## src/rtl/register_file.sv

```systemverilog
// Multi-entry register file: one synchronous write port and one combinational read port.
// Every entry loads RESET_VALUE asynchronously while rst is high.
module register_file #(
  parameter int                    DATA_WIDTH  = 8,
  parameter int                    ADDR_WIDTH  = 3,
  parameter int                    DEPTH       = 8,
  parameter logic [DATA_WIDTH-1:0] RESET_VALUE = '0
) (
  input  logic                  clk,
  input  logic                  rst,
  input  logic                  we,
  input  logic [ADDR_WIDTH-1:0] write_addr,
  input  logic [DATA_WIDTH-1:0] write_data,
  input  logic [ADDR_WIDTH-1:0] read_addr,
  output logic [DATA_WIDTH-1:0] read_data
);

  if (DEPTH < 1 || DEPTH > (2 ** ADDR_WIDTH)) begin : g_bad_depth
    $error("register_file: DEPTH must satisfy 1 <= DEPTH <= 2**ADDR_WIDTH");
  end

  logic [DATA_WIDTH-1:0] entry [DEPTH];

  // One register per implemented entry; an address that decodes to no entry drops the write.
  for (genvar i = 0; i < DEPTH; i++) begin : g_entry
    always_ff @(posedge clk or posedge rst) begin
      if (rst) begin
        entry[i] <= RESET_VALUE;
      end else if (we && (write_addr == ADDR_WIDTH'(i))) begin
        entry[i] <= write_data;
      end
    end
  end

  // Unimplemented addresses read as zero; there is no write-to-read bypass.
  always_comb begin
    read_data = '0;
    for (int i = 0; i < DEPTH; i++) begin
      if (read_addr == ADDR_WIDTH'(i)) begin
        read_data = entry[i];
      end
    end
  end

endmodule

```

## config.mk

```make
export PLATFORM = sky130hd
export DESIGN_NAME = register_file
export DESIGN_NICKNAME = d
export VERILOG_FILES = /design/src/rtl/register_file.sv
export SDC_FILE = /design/constraint.sdc
export NUM_CORES = 1
export LEC_CHECK = 0
export CAP_MARGIN = 20
export CORE_MARGIN = 5
export CORE_UTILIZATION = 44
export DETAILED_ROUTE_END_ITERATION = 8
export SKIP_CTS_REPAIR_TIMING = 1
export SLEW_MARGIN = 10
export SYNTH_ARGS = -nofsm -noshare
export SYNTH_HDL_FRONTEND = slang
export SYNTH_SLANG_ARGS = --single-unit
export TNS_END_PERCENT = 30
```

## constraint.sdc

```tcl
create_clock -name clk -period 6.68 [get_ports clk]
set_clock_uncertainty 0.2 [all_clocks]
set_input_delay 2.004 -clock clk [delete_from_list [all_inputs] [get_ports clk]]
set_output_delay 2.004 -clock clk [all_outputs]
set_load 0.02 [all_outputs]
```

Word-level counts from Yosys, hierarchy flattened
Index checks and enable logic that the tools add are counted.

Equal/unequal tests: 14. Mux-type cells: 8. Reduce and logical (&&, ||, !) cells: 10.

Operators by type and width (count): $mux 8 (8); $eq 3x3->1 const B (8); $eq 3x2->1 const B (4); $logic_and 1x1->1 (8); $eq 3x1->1 const B (2); $logic_not 3->1 (2).

Register bits after elaboration: 64. Input bits: 17. Output and inout bits: 8. Logic and storage cells: 40.

Longest topological paths before layout
Gate-level depths: netlist (run 1).

Depth after elaboration: 9. Depth in mapped cells: 6. Depth with buffers taken out: 4.

Worst setup path after synthesis (run 1)
Ideal clock, no wire load.

Path kind: input -> output. Start: input read_addr[1]. End: output read_data[0]. Data arrival time: 3044 ps. Data required time: 4476 ps. Setup slack: 1432 ps. Stages on the path: 6. Path buffers: 2. Cells stage by stage: buf_2 -> buf_2 -> mux2i_1 -> nor2_1 -> a2111oi_0 -> a21oi_1.

Cells in the longest elaborated chain, start to end: 9. Elaborated cells between the ends (all ways): 16. Those cells by class: eq/ne (7); mux (8); reduce/logical (1).

RTL lines: from (decl) (line 14) `input logic [ADDR_WIDTH-1:0] read_addr,`; $logic_not 3->1 (line 39) `if (read_addr == ADDR_WIDTH'(i)) begin`; $mux 8 (7 in series) (line 39); $mux 8 (*) (line 39); to (decl) (line 15) `output logic [DATA_WIDTH-1:0] read_data`.

Every way passes the cells marked *; elsewhere a longest branch is shown, timed or not.

Worst setup path after layout (run 1)
Start: input read_addr[0]. End: output read_data[1].

Same word-level chain as after synthesis.

==> results of run 1 <==
## per-stage QoR
step,hold WS [ns],total power (uW),util (%),instance area [sq um],std cells
2_1_floorplan,0.274,682,-,3170,244
3_3_place_gp,0.284,746,49.3,3520,362
3_5_place_dp,0.290,752,49.3,3520,362
4_1_cts,0.307,1130,52.4,3740,378
5_1_grt,0.318,1170,52.4,3740,378
6_report,0.308,1120,52.4,3740,378
## power groups by stage
stage               logic, uW  registers, uW  clock network (uW)
global placement          223            523                   0
CTS                       228            517                 379
floorplan                 171            510                   0
finish                    225            518                 372
detailed placement        228            524                   0
global route              248            528                 395
## cell usage in the layout, fill, tap and decap left out, types with 4 or more instances in the layout
cell             synthesis  final
nor2_1                   7      7
nand2b_1                 6      6
clkbuf_8                 0      9
clkdlybuf4s50_1          0     24
a21oi_1                 16     16
buf_4                    2      9
a2111oi_0                5      5
mux4_2                   7      7
o21ai_0                 13     13
mux2_2                  63     63
mux2i_1                 11     11
nand3_1                  8      8
inv_1                    5      4
dfrtp_1                 64     64
nand2_1                 10     10
## kinds of logic (layout without fill, tap and decap cells)
| group | count (synthesis) | count (layout) |
|---|---|---|
| multiplexers | 81 | 81 |
| AND/OR/NAND/NOR | 41 | 41 |
| flip-flops | 64 | 64 |
| AO/OA/AOI/OAI | 39 | 39 |
| buffers and inverters | 19 | 54 |
## worst paths after layout
kind / from / end / slack, ns / cells past startpoint
setup / recovery: read_addr[0] / read_data[1] / 0.39 / 6
hold / removal: entry[8] / entry[8] / 0.31 / 1
setup reg to reg: entry[0] / entry[0] / 5.69 / 1
hold reg to reg: entry[8] / entry[8] / 0.31 / 1
max in group asynchronous: rst / entry[13] / 3.74 / 3
min in group asynchronous: rst / entry[15] / 2.01 / 3
## layout make-up
type	instances	area [sq um]	area share (%)
sequential	64	1600	42.8
timing repair buffer	33	308	8.23
multi-input combinational	161	1470	39.2
inverter	5	18.8	0.502
clock buffer	9	124	3.31
tap	99	124	3.31
clock inverter	7	96.3	2.58
## metal layers
metal | GRT usage [%] | wire length [um] | up-vias
met5 | 0 | 0 | -
met4 | 8.29 | 125 | 0
met3 | 2.87 | 220 | 9
met2 | 27.2 | 3290 | 34
met1 | 23.0 | 3270 | 1044
li1 | - | - | 960
==> metrics.md, run 1 <==
| Metric | Value |
|---|---|
| Number of endpoints with negative hold slack in the final report | 0 |
| WP data required | 4.48 ns |
| Net Switching | 299 uW |
| Type of the tightest min-delay check | reg2reg |
| Wire length of the first global-routing pass | 11.3 mm |
| Biggest area contributors in the synthesized netlist | dfrtp_1 (51%), mux2_2 (22%), mux4_2 (5.0%), mux2i_1 (3.5%), a21oi_1 (2.5%) |
| Leakage | 0.00156 uW |
| Unrepaired setup endpoints after global routing | false |
| Max-Slew Margin vs Limit | 37.4% |
| Post-synthesis net count | 261 |
| Async S/R FF share, synth | 100% |
| Std-Cell Rows | 31 |
| Layout cells sized above 1 | 36.2% |
| Overall overflow remaining after global route | 0 |
| Largest delay share family, worst path | buffers and inverters |
| IO buf count | 24 |
| Combinational family with the most area after synthesis | multiplexers |
| Remaining routing DRC violations | 0 |
| Total of fill cells in the finished design | 655 |
| Count of pins on the block boundary | 25 |
| Antenna violations before repair | 0 |
| Cell-internal power | 816 uW |
| Number of search-and-repair iterations in the first detailed-routing pass | 4 |
| Yosys warnings | 0 |
| Fmax | 159 MHz |
| Clock sink count | 64 |
| Multiplexer share of the synthesized area | 30.8% |
| Clock tree from TritonCTS | done |
| Status | finished clean |
| FF+latch count, synth | 64 |
| Shortest period the worst path allows | 6.29 ns |
| Largest buffer count on any clock path | 2 |
| Largest register by flop count | entry |
| Maximum number of pins on one net before global-route repair | 65 |
| Most common library cells after synthesis | dfrtp_1 (64), mux2_2 (63), a21oi_1 (16), o21ai_0 (13), mux2i_1 (11) |
| Core region area | 7140 sq um |
| Total GRT Usage | 17.2% |
| Number of enable-type register cells in the synthesized netlist | 0 |
| Cell variety after synth | 27 |
| Most common cell in the synthesized netlist | dfrtp_1 |
| Placer's final routability congestion estimate | 0.798 |
| Number of slew-limit violations in the final report | 0 |
| Number of antenna-violating nets in the routed design | 0 |
| Mean Syn Cell Area | 13.0 sq um |
| Post-synthesis cell type with the largest combined area | dfrtp_1 |
| Post-synthesis cell count | 244 |
| Cell type with the highest occurrence count on the critical path | clkdlybuf4s50_1 |
| Pwr Density | 298 nW/um^2 |
| Maximum ir drop on the vdd rail | 0.000110 V |
| Growth of design area from synthesis to finish | 18.0% |
| Worst-path maximum fanout | 13 |
| Kind of capture point of the worst setup path | output port |
| Floorplan die width | 94.9 um |
| Count of inserted antenna diode cells | 0 |
| Number of DRC violations after detailed-routing iteration 0 | 69 |
| Number of flip-flops under the largest register name | 64 |
| Total Routed Length | 6.91 mm |
| Via count of the routed design | 2047 |
| Final period util | 94.2% |
| Vias per Instance | 5.42 |
| Final WS setup | 0.389 ns |
| TNS Setup | 0 ns |
| Start-to-end type of the worst setup path | in2out |
| Proportion of power drawn by flip-flops and latches | 46.4% |
| Registers with the most flip-flops | entry x64 |
| Chip Height | 94.9 um |
| Max cap viols | 0 |
| Transition time at the pin with the least slew margin | 0.933 ns |
| Logic pwr share | 20.2% |
| Total die area | 9000 sq um |
| Part of the power in the clock network | 33.4% |
| Crit-path cells | clkdlybuf4s50_1 > buf_4 > mux4_2 > o21ai_0 > a21oi_1 > clkdlybuf4s50_1 |
| Clock insertion delay at the later pin of the skew report | 0.34 ns |
| Sequential area share after synthesis | 50.6% |
| Worst path buffer plus inverter count | 3 |
| Clock Root Buffer | clkbuf_8 |
| Num CTS Buffers | 9 |
| Longest individual stage delay on the worst path | 0.56 ns |
| Sw Ratio | 26.8% |
| CP max-delay cell | clkdlybuf4s50_1 |
| Clock edge transition at the registers on the reported setup and hold paths | 0.07 ns |
| Dominant synthesized flop cell | dfrtp_1 |
| Category of the worst setup path launch point | input pin |
| Number of global-route vias before repair | 2101 |
| Synth top area share | 50.6% |
| Count of endpoints failing setup in the final report | 0 |
| Compound-cell area share of the yosys netlist | 7.35% |
| CP arrival | 4.09 ns |
| Simple-gate share of the synthesized area | 8.14% |
| Synth Area in Adders | 0% |
| Effective utilization at floorplan | 44.4% |
| Average wire per standard cell | 18.3 um |
| Detailed Place HPWL | 4.36 mm |
| Area share of xor/xnor cells in the synthesized design | 0% |
| Final net count | 291 |
| Pre-CTS WS | 0.388 ns |
| Combined area of all synthesized cells | 3170 sq um |
| Number of levels in the clock H-tree | 3 |
No activity file was read; power rests on OpenSTA's default activity.
==> run 2: changes to the inputs <==
- CORE_MARGIN: 5 -> 2
- PLACE_DENSITY: unset -> 0.65
- clock period: 6.68 -> 5.7 ns (I/O delays scaled with it)
==> run 2 against run 1 <==
  * First-iteration DRC count grew 23%
  * Wire length grew 2.6%
  * Die area is 12% lower
  * Worst setup slack got worse by 0.38 ns
  * Worst hold slack worse by 0.0033 ns
  * Via count rose by 3.7%
  * Clock power grew 2%
  * Largest power group unchanged
  * Highest routed layer unchanged
==> metrics.md, run 2 (synthesis gave the netlist of run 1 again) <==
| Metric | Value |
|---|---|
| Num CTS Buffers | 9 |
| Floorplan die width | 88.9 um |
| Status | finished clean |
| Chip Height | 88.9 um |
| IO buf count | 24 |
| Final net count | 298 |
| Average wire per standard cell | 18.6 um |
| Number of global-route vias before repair | 2150 |
| Largest buffer count on any clock path | 2 |
| Number of DRC violations after detailed-routing iteration 0 | 85 |
| Filler-free cell count of the finished design | 381 |
| Core region area | 6870 sq um |
| Count of inserted antenna diode cells | 0 |
| Total Routed Length | 7.08 mm |
| Detailed Place HPWL | 4.51 mm |
| Clock insertion delay at the later pin of the skew report | 0.34 ns |
| Launching element of the worst setup path | read_addr[1] |
| Fmax | 176 MHz |
| Destination of the worst register-to-register timing path | entry[5] |
| Global-route track usage on met3 | 5.04% |
| Worst-path maximum fanout | 17 |
| Largest delay share family, worst path | buffers and inverters |
| Shortest period the worst path allows | 5.70 ns |
| Transition time at the pin with the least slew margin | 1.02 ns |
| Registers with the most flip-flops | entry x64 |
| Clock Root Buffer | clkbuf_8 |
| Largest register by flop count | entry |
| Wire length of the first global-routing pass | 11.6 mm |
| Longest individual stage delay on the worst path | 0.56 ns |
| Category of the worst setup path launch point | input pin |
| Count of pins on the block boundary | 25 |
| Start-to-end type of the worst setup path | in2out |
| Reg-to-Reg Start | entry[5] |
| Unrepaired setup endpoints after global routing | true |
| Pwr Density | 331 nW/um^2 |
| Type of the tightest min-delay check | reg2reg |
| Count of endpoints failing setup in the final report | 0 |
| Std-Cell Rows | 30 |
| CP max-delay cell | clkdlybuf4s50_1 |
| Clock sink count | 64 |
| Leakage | 0.00163 uW |
| Vias per Instance | 5.57 |
| Maximum ir drop on the vdd rail | 0.000182 V |
| Layout cells sized above 1 | 37.2% |
| CP arrival | 3.79 ns |
| Post-Route Hold Slack | 0.305 ns |
| Clock tree from TritonCTS | done |
| Met1 layer usage reported by global route | 29.0% |
| Number of endpoints with negative hold slack in the final report | 0 |
| WP data required | 3.79 ns |
| Placer's final routability congestion estimate | 0.738 |
| Overall overflow remaining after global route | 0 |
| Max-Slew Margin vs Limit | 31.7% |
| Number of levels in the clock H-tree | 3 |
| Growth of design area from synthesis to finish | 20.5% |
| Via count of the routed design | 2122 |
| Number of flip-flops under the largest register name | 64 |
| Commonest non-fill, non-tap cell in the layout | dfrtp_1 |
| Final period util | 99.9% |
| Total die area | 7900 sq um |
| Minimum setup slack among reg-to-reg paths | 4.71 ns |
| Commonest cells after routing, fill and taps aside | dfrtp_1 (64), mux2_2 (63), clkdlybuf4s50_1 (21) |
| Number of antenna-violating nets in the routed design | 0 |
| Crit-path cells | clkdlybuf4s50_1 > buf_12 > buf_12 > mux2i_1 > nor2_1 > a2111oi_0 > a21oi_1 > clkdlybuf4s50_1 |
| Max cap viols | 0 |
| Number of search-and-repair iterations in the first detailed-routing pass | 4 |
| Met2 routing resource usage after global routing | 29.5% |
| Capture point of the critical path | read_data[7] |
| Count of cells along the worst register-to-register path | 1 |
| Clock edge transition at the registers on the reported setup and hold paths | 0.07 ns |
| Total GRT Usage | 20.5% |
| Kind of capture point of the worst setup path | output port |
| Antenna violations before repair | 0 |
| Number of slew-limit violations in the final report | 0 |
| Worst path buffer plus inverter count | 4 |
| Effective utilization at floorplan | 46.1% |
| Remaining routing DRC violations | 0 |
| Cell depth of the worst setup path | 8 |
| Maximum number of pins on one net before global-route repair | 43 |
| GRT busiest layer | met2 |
| Post-placement cell count | 366 |
## run 2: where the power goes
part | total [uW] | internal, uW | switching, uW
combinational | 275 | 163 | 113
sequential | 609 | 554 | 55.1
clock | 380 | 209 | 170
## run 2: worst min path at each step
stage               startpoint         to  cells after the start
finish                entry[8]   entry[8]                      1
global route          entry[8]   entry[8]                      1
CTS                  entry[10]  entry[10]                      1
detailed placement   entry[10]  entry[10]                      1
global placement      entry[8]   entry[8]                      1
floorplan            entry[10]  entry[10]                      1
## run 2: metrics by stage
step | utilization (%) | worst slack, ns | TNS (ns) | instance area (sq um) | power (uW)
final | 55.6 | 0.00498 | 0 | 3820 | 1260
after global routing | 55.6 | -0.102 | -0.152 | 3820 | 1330
after floorplan | - | 1.04 | 0 | 3170 | 799
after detailed placement | 52.7 | 0.0325 | 0 | 3620 | 894
after CTS | 55.4 | 0.0264 | 0 | 3800 | 1280
after global placement | 52.7 | 0.0512 | 0 | 3620 | 883
## run 2: area by class of cell
| class | instances | area [sq um] |
|---|---|---|
| fillers | 601 | 3050 |
| flip-flops and latches | 64 | 1600 |
| multi-input cells | 161 | 1470 |
| repair buffers | 40 | 418 |
| clock buffers | 11 | 141 |
| well taps | 96 | 120 |
| clock inverters | 4 | 45.0 |
| inverters | 5 | 18.8 |
## run 2: per-layer routing
metal  vias to the layer above  wire (um)  part of all wire (%)
met1                      1089       3370                    48
met2                        42       3210                    45
met3                        17        274                   3.9
li1                        974          -                     -
met5                         -          0                     0
met4                         0        228                   3.2
